File: config.mk
export PLATFORM = sky130hd
export DESIGN_NAME = tl_fsm_w_left
export DESIGN_NICKNAME = d
export VERILOG_FILES = /design/src/rtl/tl_fsm_w_left.sv
export SDC_FILE = /design/constraint.sdc
export NUM_CORES = 1
export LEC_CHECK = 0
export CAP_MARGIN = 10
export CORE_AREA = 2 2 39 41
export DETAILED_ROUTE_END_ITERATION = 8
export DIE_AREA = 0 0 41 43
export GPL_TIMING_DRIVEN = 0
export PLACE_DENSITY_LB_ADDON = 0.3
export SLEW_MARGIN = 25
export SYNTH_ARGS = -nofsm -noshare
export SYNTH_HDL_FRONTEND = slang
export SYNTH_SLANG_ARGS = --single-unit
File: constraint.sdc
create_clock -name clk -period 2.7 [get_ports clk]
set_input_delay 0.675 -clock clk [delete_from_list [all_inputs] [get_ports clk]]
set_output_delay 0.675 -clock clk [all_outputs]
set_load 0.03 [all_outputs]
File: src/rtl/tl_fsm_w_left.sv
// Two-street traffic-light controller with optional left-turn phases.
// q is the state register itself; a 4-bit dwell counter times every phase.
module tl_fsm_w_left #(
  parameter int MIN_GREEN  = 4,
  parameter int YELLOW_CYC = 2,
  parameter int LEFT_CYC   = 3
) (
  input  logic       clk,
  input  logic       reset_n,
  input  logic       Ta,
  input  logic       Tb,
  input  logic       La_req,
  input  logic       Lb_req,
  output logic [2:0] q
);

  typedef enum logic [2:0] {
    S0 = 3'b000,  // A green
    S1 = 3'b001,  // A yellow
    S2 = 3'b010,  // A left
    S3 = 3'b011,  // A yellow after left
    S4 = 3'b100,  // B green
    S5 = 3'b101,  // B yellow
    S6 = 3'b110,  // B left
    S7 = 3'b111   // B yellow after left
  } state_t;

  localparam logic [3:0] GREEN_LAST  = 4'(MIN_GREEN - 1);
  localparam logic [3:0] YELLOW_LAST = 4'(YELLOW_CYC - 1);
  localparam logic [3:0] LEFT_LAST   = 4'(LEFT_CYC - 1);

  state_t     state;
  logic [3:0] cnt;
  logic [3:0] dwell_last;

  always_comb begin
    dwell_last = YELLOW_LAST;
    case (state)
      S0, S4:  dwell_last = GREEN_LAST;
      S2, S6:  dwell_last = LEFT_LAST;
      default: dwell_last = YELLOW_LAST;
    endcase
  end

  // The counter stops at dwell_last, so green saturates there until its sensor drops.
  always_ff @(posedge clk or negedge reset_n) begin
    if (!reset_n) begin
      state <= S0;
      cnt   <= 4'd0;
    end else if (cnt != dwell_last) begin
      cnt <= cnt + 4'd1;
    end else begin
      case (state)
        S0: if (!Ta) begin
          state <= S1;
          cnt   <= 4'd0;
        end
        S1: begin
          state <= La_req ? S2 : S4;
          cnt   <= 4'd0;
        end
        S2: begin
          state <= S3;
          cnt   <= 4'd0;
        end
        S3: begin
          state <= S4;
          cnt   <= 4'd0;
        end
        S4: if (!Tb) begin
          state <= S5;
          cnt   <= 4'd0;
        end
        S5: begin
          state <= Lb_req ? S6 : S0;
          cnt   <= 4'd0;
        end
        S6: begin
          state <= S7;
          cnt   <= 4'd0;
        end
        S7: begin
          state <= S0;
          cnt   <= 4'd0;
        end
        default: begin
          state <= S0;
          cnt   <= 4'd0;
        end
      endcase
    end
  end

  assign q = state;

endmodule

Yosys cells after proc, flatten, opt, wreduce, memory -nomap -nowiden --
Index checks and enable logic that the tools add are counted.
Storage, ports and cells: bits of input ports 6, word-level logic and storage cells 32, flip-flop bits (word level) 7, output and inout port bits 3
Cells by class: reduce and logical (&&, ||, !) cells 6, add/sub/neg operators 1, bitwise gates (word level) 1, muxes and demuxes 10, equal/unequal tests 12
Operators by type and width (count):
- 3-bit one-hot mux with 8 select lines | 1
- 3-bit == test (second input constant) | 4
- 3-bit 2-to-1 mux | 4
- 4-bit 2-to-1 mux | 3
- 4-bit one-hot mux with 3 select lines | 1
- 3-bit by 2-bit == test with 1-bit output (second input constant) | 2
- 3-bit != test (second input constant) | 2
- 6-bit OR reduction | 1
- 4-bit by 1-bit adder with 4-bit output (second input constant) | 1
- 2-bit != test (second input constant) | 2
- 4-bit != test | 1
- 2-bit one-hot mux with 2 select lines | 1
- 2-bit OR reduction | 2
- 3-bit by 1-bit == test with 1-bit output (second input constant) | 1
- 3-bit logical NOT | 1
- 3-bit AND reduction | 1
- 2-bit AND reduction | 1
- 1-bit NOT | 1

Depth between registers and ports, before layout --
Gate-level depths: netlist (run 1).
word-level depth 6, gate-level depth with buffers 4, mapped depth without buffers 4

Worst setup path before layout (run 1) --
Ideal clock, no wire load.
kind register -> register, start reg state[0], in the netlist q[0], end reg state[2], in the netlist q[2], path slack 0.917 ns, required time 2.575 ns, period minus slack after synthesis 1.783 ns, setup time 0.125 ns, stages on the path, launching flop included 5, path buffers 0, arrival time 1.658 ns, path through dfrtp_1 > or4b_4 > o32ai_4 > nand2b_2 > mux2_4
Between the ends: cells in the longest elaborated chain, start to end 6, elaborated cells between the ends (all ways) 17, classes of those cells eq/ne: 10; mux: 2; bitwise: 1; reduce/logical: 4
RTL lines:
- start, declared | RTL line 32 | state_t state;
- start signal, assigned | RTL line 59 | state <= La_req ? S2 : S4;
- start signal, assigned | RTL line 75 | state <= Lb_req ? S6 : S0;
- 3-bit == test, or another cell as far along | RTL line 38, 53
- 2-bit OR reduction | RTL line 38 | case (state)
- 2-bit one-hot mux with 2 select lines | RTL line 38
- 4-bit != test | RTL line 50 | end else if (cnt != dwell_last) begin
- 1-bit NOT (no source line)
- 3-bit AND reduction (no source line)
Several ways; a longest one is shown, not always the timed one. A chain may end at the register's enable or synchronous reset.

Worst setup path after layout (run 1) --
start reg state[0], in the netlist q[0], end out q[0]
RTL lines:
- end, declared | RTL line 14 | output logic [2:0] q
No word-level cell between the ends.

==> results.sh, run 1 <==
export IMPL_outcome="completed"
export IMPL_grt_max_degree=8
export IMPL_antenna_found_initial=0
export IMPL_yosysMostFrequentCell="dfrtp_1"
export IMPL_fmax_mhz=469
export IMPL_timing_rr_end="q[2]"
export IMPL_hold_depth=1
export IMPL_clock_sinks=7
export IMPL_synth_commonest_cells="dfrtp_1, xnor2_1, o21ai_0"
export IMPL_setup_viol=0
export IMPL_cts_setup_buffers=0
export IMPL_clkTransAtPathRegs_ns=0.05
export IMPL_hold_class="reg -> reg"
export IMPL_synth_top_area_share_pct=44.0
export IMPL_cap_viol_max_count=0
export IMPL_grt_ovfl_total=0
export IMPL_critPathTopFamily="buffers and inverters"
export IMPL_fin_crit_ns=2.13
export IMPL_synth_top_area_cell="dfrtp_1"
export IMPL_cts_tree="yes"
export IMPL_leakage_nw=0.209
export IMPL_endpoint="q[0]"
export IMPL_die_area_um2=1760
export IMPL_stdcell_count=61
export IMPL_vdd_drop_max_uv=484
export IMPL_hpwl_um=529
export IMPL_root_buffer="clkbuf_4"
export IMPL_syn_area_per_cell_um2=12.1
export IMPL_synthArstFlopShare_pct=100
export IMPL_worst_path_max_delay_cell="clkdlybuf4s50_1"
export IMPL_synth_distinct_cells=19
export IMPL_r2r_cells=4
export IMPL_die_w_um=41
export IMPL_clock_latency_ns=0.26
export IMPL_critical_path_max_stage_delay_ns=0.72
export IMPL_numCtsBuffers=3
export IMPL_dp_cells=57
export IMPL_place_congestion=0.678
export IMPL_synth_cells=33
export IMPL_start_util_pct=28.8
export IMPL_wl_um=701
export IMPL_synth_main_ff_cell="dfrtp_1"
export IMPL_worstPathRequired_ns=2.03
export IMPL_h_tree_depth=1
export IMPL_regArea_um2=175
export IMPL_grt_pass1_vias=285
export IMPL_antenna_cells=0
export IMPL_tightestPinTransition_ns=0.342
export IMPL_portBuffers=8
export IMPL_critPathArrivalTime_ns=1.46
export IMPL_via_count=292
export IMPL_post_cts_resized=0
export IMPL_track_usage_pct=11.1
export IMPL_fillers=137
export IMPL_ant_nets=0
export IMPL_dr_first_iter_drc_count=4
export IMPL_design_core_area_um2=1380
export IMPL_synth_nets=40
export IMPL_slew_viol_final=0
export IMPL_ios=9
export IMPL_synth_edf_count=0
export IMPL_dr_pass1_iters=4
export IMPL_r2r_start="q[0]"
export IMPL_die_h_um=43
export IMPL_path_max_fanout=7
export IMPL_cp_num_cells=1
export IMPL_r2r_setup_slack_ns=0.94
export IMPL_drt_wirelength_per_cell_um=11.5
export IMPL_rsz0062_at_grt="no"
export IMPL_crit_chain="clkdlybuf4s50_1"
export IMPL_power_density_nw_per_um2=1240
export IMPL_crit_buf_inv=1
export IMPL_final_layout_size_suffix_gt1_share_pct=17.8
export IMPL_end_kind="primary output"
export IMPL_ys_seq_elements=7
export IMPL_synth_area_leaders="dfrtp_1, xnor2_1, o32ai_4, mux2i_1, o21ai_0"
export IMPL_synth_warnings=0
export IMPL_fin_skew_ns=0.00205
export IMPL_start_kind="flip-flop"
export IMPL_crit_type="reg -> out"
export IMPL_cts_max_path_buffers=2
export IMPL_drcViolationCount=0
export IMPL_fin_nets=53
export IMPL_slew_limit_headroom_pct=77.1
export IMPL_hold_viol_final=0
export IMPL_row_count=14
export IMPL_period_share_pct=79.0
export IMPL_fin_setup_tns_ns=0
export IMPL_grt_pass1_wl_um=1230
export IMPL_syn_area_um2=398
export IMPL_hold_buffers=0
export IMPL_syn2layout_area_growth_pct=31.8
export IMPL_crit_start="q[0]"
export IMPL_ys_seq_area_share_pct=44.0
export IMPL_avgViaCountPerCell=4.79
export IMPL_multi_input_area_um2=215
-- layer usage --
| metal | vias to the layer above | GRT usage, % | wire, um |
|---|---|---|---|
| met5 | - | 0 | 0 |
| met4 | 0 | 10.0 | 27 |
| li1 | 144 | - | - |
| met1 | 132 | 15.5 | 325 |
| met3 | 5 | 3.14 | 46 |
| met2 | 11 | 13.1 | 302 |
-- worst min path at each step --
stage / startpoint / end / slack [ns]
CTS: cnt[3] / cnt[3] / 0.58
detailed placement: cnt[3] / cnt[3] / 0.57
finish: cnt[3] / cnt[3] / 0.57
global placement: cnt[3] / cnt[3] / 0.57
global route: cnt[3] / cnt[3] / 0.60
floorplan: reset_n / cnt[0] / 0.38
-- sequential cells by signal, summed over array words and instances (netlist names) --
| register | cells |
|---|---|
| cnt | 4 |
| q | 3 |
-- through the flow --
stage	hold WS, ns	worst slack (ns)	instance area (um2)	utilization, %	power [mW]
CTS	0.577	0.560	524	37.9	0.661
global placement	0.567	0.701	498	36.0	0.555
detailed placement	0.570	0.676	498	36.0	0.559
finish	0.572	0.566	524	37.9	0.651
global route	0.600	0.488	524	37.9	0.701
floorplan	0.379	0.917	398	-	0.469
-- placed cells by master (no fill, tap or decap) --
| master | count |
|---|---|
| nor3_1 | 2 |
| mux2_4 | 1 |
| o32ai_4 | 1 |
| clkdlybuf4s50_1 | 8 |
| nand2b_1 | 1 |
| xnor2_1 | 4 |
| or4b_4 | 1 |
| clkbuf_1 | 1 |
| inv_1 | 2 |
| ha_1 | 1 |
| nand3b_1 | 1 |
| clkbuf_4 | 3 |
| a21boi_0 | 1 |
| dfrtp_1 | 7 |
| o2111ai_1 | 1 |
| nand2b_2 | 1 |
| nand3_1 | 1 |
| o21a_1 | 1 |
| o21ai_0 | 3 |
| nor2_1 | 1 |
| mux2i_1 | 2 |
| mux2_2 | 1 |
-- final cells by class --
cell class	count	share of cell area (%)
clock buffer	4	5.01
inverter	2	1.43
multi-input combinational	24	41.1
sequential	7	33.4
tap	16	3.82
timing repair buffer	8	15.3
-- where the power goes --
part	switching, mW	total (mW)	internal, mW
clock	0.0419	0.0986	0.0566
sequential	0.0859	0.246	0.160
combinational	0.134	0.306	0.172
-- cells by family after synthesis --
kind of cell	share of synthesized area, %
AO/OA/AOI/OAI	16.7
XOR/XNOR	8.80
adder cells (fa/ha/maj)	3.14
buffers and inverters	1.89
flip-flops	44.0
multiplexers	11.6
AND/OR/NAND/NOR	13.8
(Power assumes the default switching activity.)
==> run 2, diff against run 1 <==
==> constraint.sdc (replaced) <==
create_clock -name clk -period 1.95 [get_ports clk]
set_input_delay 0.4875 -clock clk [delete_from_list [all_inputs] [get_ports clk]]
set_output_delay 0.4875 -clock clk [all_outputs]
set_load 0.03 [all_outputs]
==> results.sh, run 2 (synthesis results as in run 1) <==
export IMPL_hpwl_um=529
export IMPL_top_register="cnt"
export IMPL_fillers=136
export IMPL_power_density_nw_per_um2=1700
export IMPL_fin_skew_ns=0.00205
export IMPL_fin_nets=53
export IMPL_end_kind="primary output"
export IMPL_wl_um=702
export IMPL_dr_first_iter_drc_count=4
export IMPL_via_count=292
export IMPL_crit_buf_inv=1
export IMPL_track_usage_pct=11.1
export IMPL_start_util_pct=28.8
export IMPL_p_seq_share_pct=38.1
export IMPL_root_buffer="clkbuf_4"
export IMPL_leakage_nw=0.216
export IMPL_r2r_cells=4
export IMPL_critical_path_max_stage_delay_ns=0.70
export IMPL_cts_max_path_buffers=2
export IMPL_hold_viol_final=0
export IMPL_numCtsBuffers=3
export IMPL_clkTransAtPathRegs_ns=0.05
export IMPL_ios=9
export IMPL_die_area_um2=1760
export IMPL_cts_tree="yes"
export IMPL_die_h_um=43
export IMPL_fin_setup_tns_ns=0
export IMPL_antenna_cells=0
export IMPL_drt_wirelength_per_cell_um=11.5
export IMPL_switchingPower_uw=363
export IMPL_tightestPinTransition_ns=0.342
export IMPL_crit_chain="clkdlybuf4s50_1"
export IMPL_grt_max_degree=8
export IMPL_vdd_drop_max_uv=659
export IMPL_syn2layout_area_growth_pct=32.1
export IMPL_hold_class="in -> async"
export IMPL_critPathArrivalTime_ns=1.38
export IMPL_grt_pass1_wl_um=1230
export IMPL_intPower_uw=529
export IMPL_antenna_found_initial=0
export IMPL_slew_viol_final=0
export IMPL_largest_reg_flops=4
export IMPL_die_w_um=41
export IMPL_layout_commonest_cell="dfrtp_1"
export IMPL_slew_limit_headroom_pct=77.1
export IMPL_h_tree_depth=1
export IMPL_outcome="completed"
export IMPL_final_layout_size_suffix_gt1_share_pct=17.8
export IMPL_clock_sinks=7
export IMPL_dr_pass1_iters=4
export IMPL_rsz0062_at_grt="no"
export IMPL_drcViolationCount=0
export IMPL_design_core_area_um2=1380
export IMPL_path_max_fanout=5
export IMPL_p_sw_share_pct=40.7
export IMPL_worst_path_max_delay_cell="clkdlybuf4s50_1"
export IMPL_r2r_start="q[0]"
export IMPL_p_clk_share_pct=15.3
export IMPL_start_kind="flip-flop"
export IMPL_r2r_setup_slack_ns=0.19
export IMPL_setup_viol=0
export IMPL_hold_buffers=0
export IMPL_ant_nets=0
export IMPL_period_share_pct=96.0
export IMPL_fin_crit_ns=1.87
export IMPL_fmax_mhz=534
export IMPL_final_area_um2=526
export IMPL_cts_setup_buffers=0
export IMPL_cap_viol_max_count=0
export IMPL_timing_rr_end="q[2]"
export IMPL_avgViaCountPerCell=4.79
export IMPL_place_congestion=0.678
export IMPL_dpl_instance_area_um2=498
export IMPL_mostFrequentLayoutCells="dfrtp_1, clkdlybuf4s50_1, xnor2_1, o21ai_0, clkbuf_4"
export IMPL_combPwrFrac_pct=46.6
export IMPL_row_count=14
export IMPL_postLayoutCoreUtil_pct=38.0
export IMPL_crit_type="reg -> out"
export IMPL_worstPathRequired_ns=1.46
export IMPL_portBuffers=8
export IMPL_clock_latency_ns=0.26
export IMPL_critPathTopFamily="buffers and inverters"
export IMPL_grt_pass1_vias=285
export IMPL_grt_ovfl_total=0
-- run 2: area by class of cell --
cell class                      count  area (um2)  share of cell area, %
Clock buffer                        4        26.3                   5.00
Inverter                            2        7.51                   1.43
Multi-Input combinational cell     24         215                   41.0
Sequential cell                     7         175                   33.3
Tap cell                           16        20.0                   3.81
Timing Repair Buffer                8        81.3                   15.5
-- run 2: worst max-delay path by stage --
stage               startpoint  endpoint  slack [ns]  cells after the start
floorplan                 q[0]      q[2]        0.17                      4
global placement            Tb      q[2]        0.14                      5
detailed placement          Tb      q[2]        0.11                      5
CTS                       q[2]      q[2]        0.04                      1
global route              q[1]      q[1]       0.001                      1
finish                    q[1]      q[1]        0.08                      1
-- run 2: metal layers --
layer  routed length, um  share of wire, %  GRT usage (%)  vias to the layer above
met3                  46               6.6           3.14                        5
met2                 302                43           13.1                       11
met5                   0                 0              0                        -
li1                    -                 -              -                      144
met1                 325                46           15.5                      132
met4                  27               3.8           10.0                        0
-- run 2: power by group through the flow --
stage | logic, mW | registers (mW) | clock network, mW
3_5_place_dp | 0.428 | 0.346 | 0
4_1_cts | 0.424 | 0.345 | 0.139
6_report | 0.415 | 0.340 | 0.136
2_1_floorplan | 0.273 | 0.376 | 0
5_1_grt | 0.456 | 0.360 | 0.144
3_3_place_gp | 0.423 | 0.345 | 0
-- run 2: what timing repair did --
item / 4_1_cts / 5_1_grt
gates resized for setup: 1 / 1
setup endpoints to repair: 1 / 1
endpoints found under the hold margin: 0 / 0
-- run 2: per-stage QoR --
stage               power, mW  worst slack [ns]  cells  hold slack [ns]
finish                  0.892            0.0776     61            0.499
global placement        0.768             0.139     57            0.567
detailed placement      0.774             0.114     57            0.570
CTS                     0.907            0.0378     61            0.511
floorplan               0.649             0.167     33            0.192
global route            0.960           0.00110     61            0.516
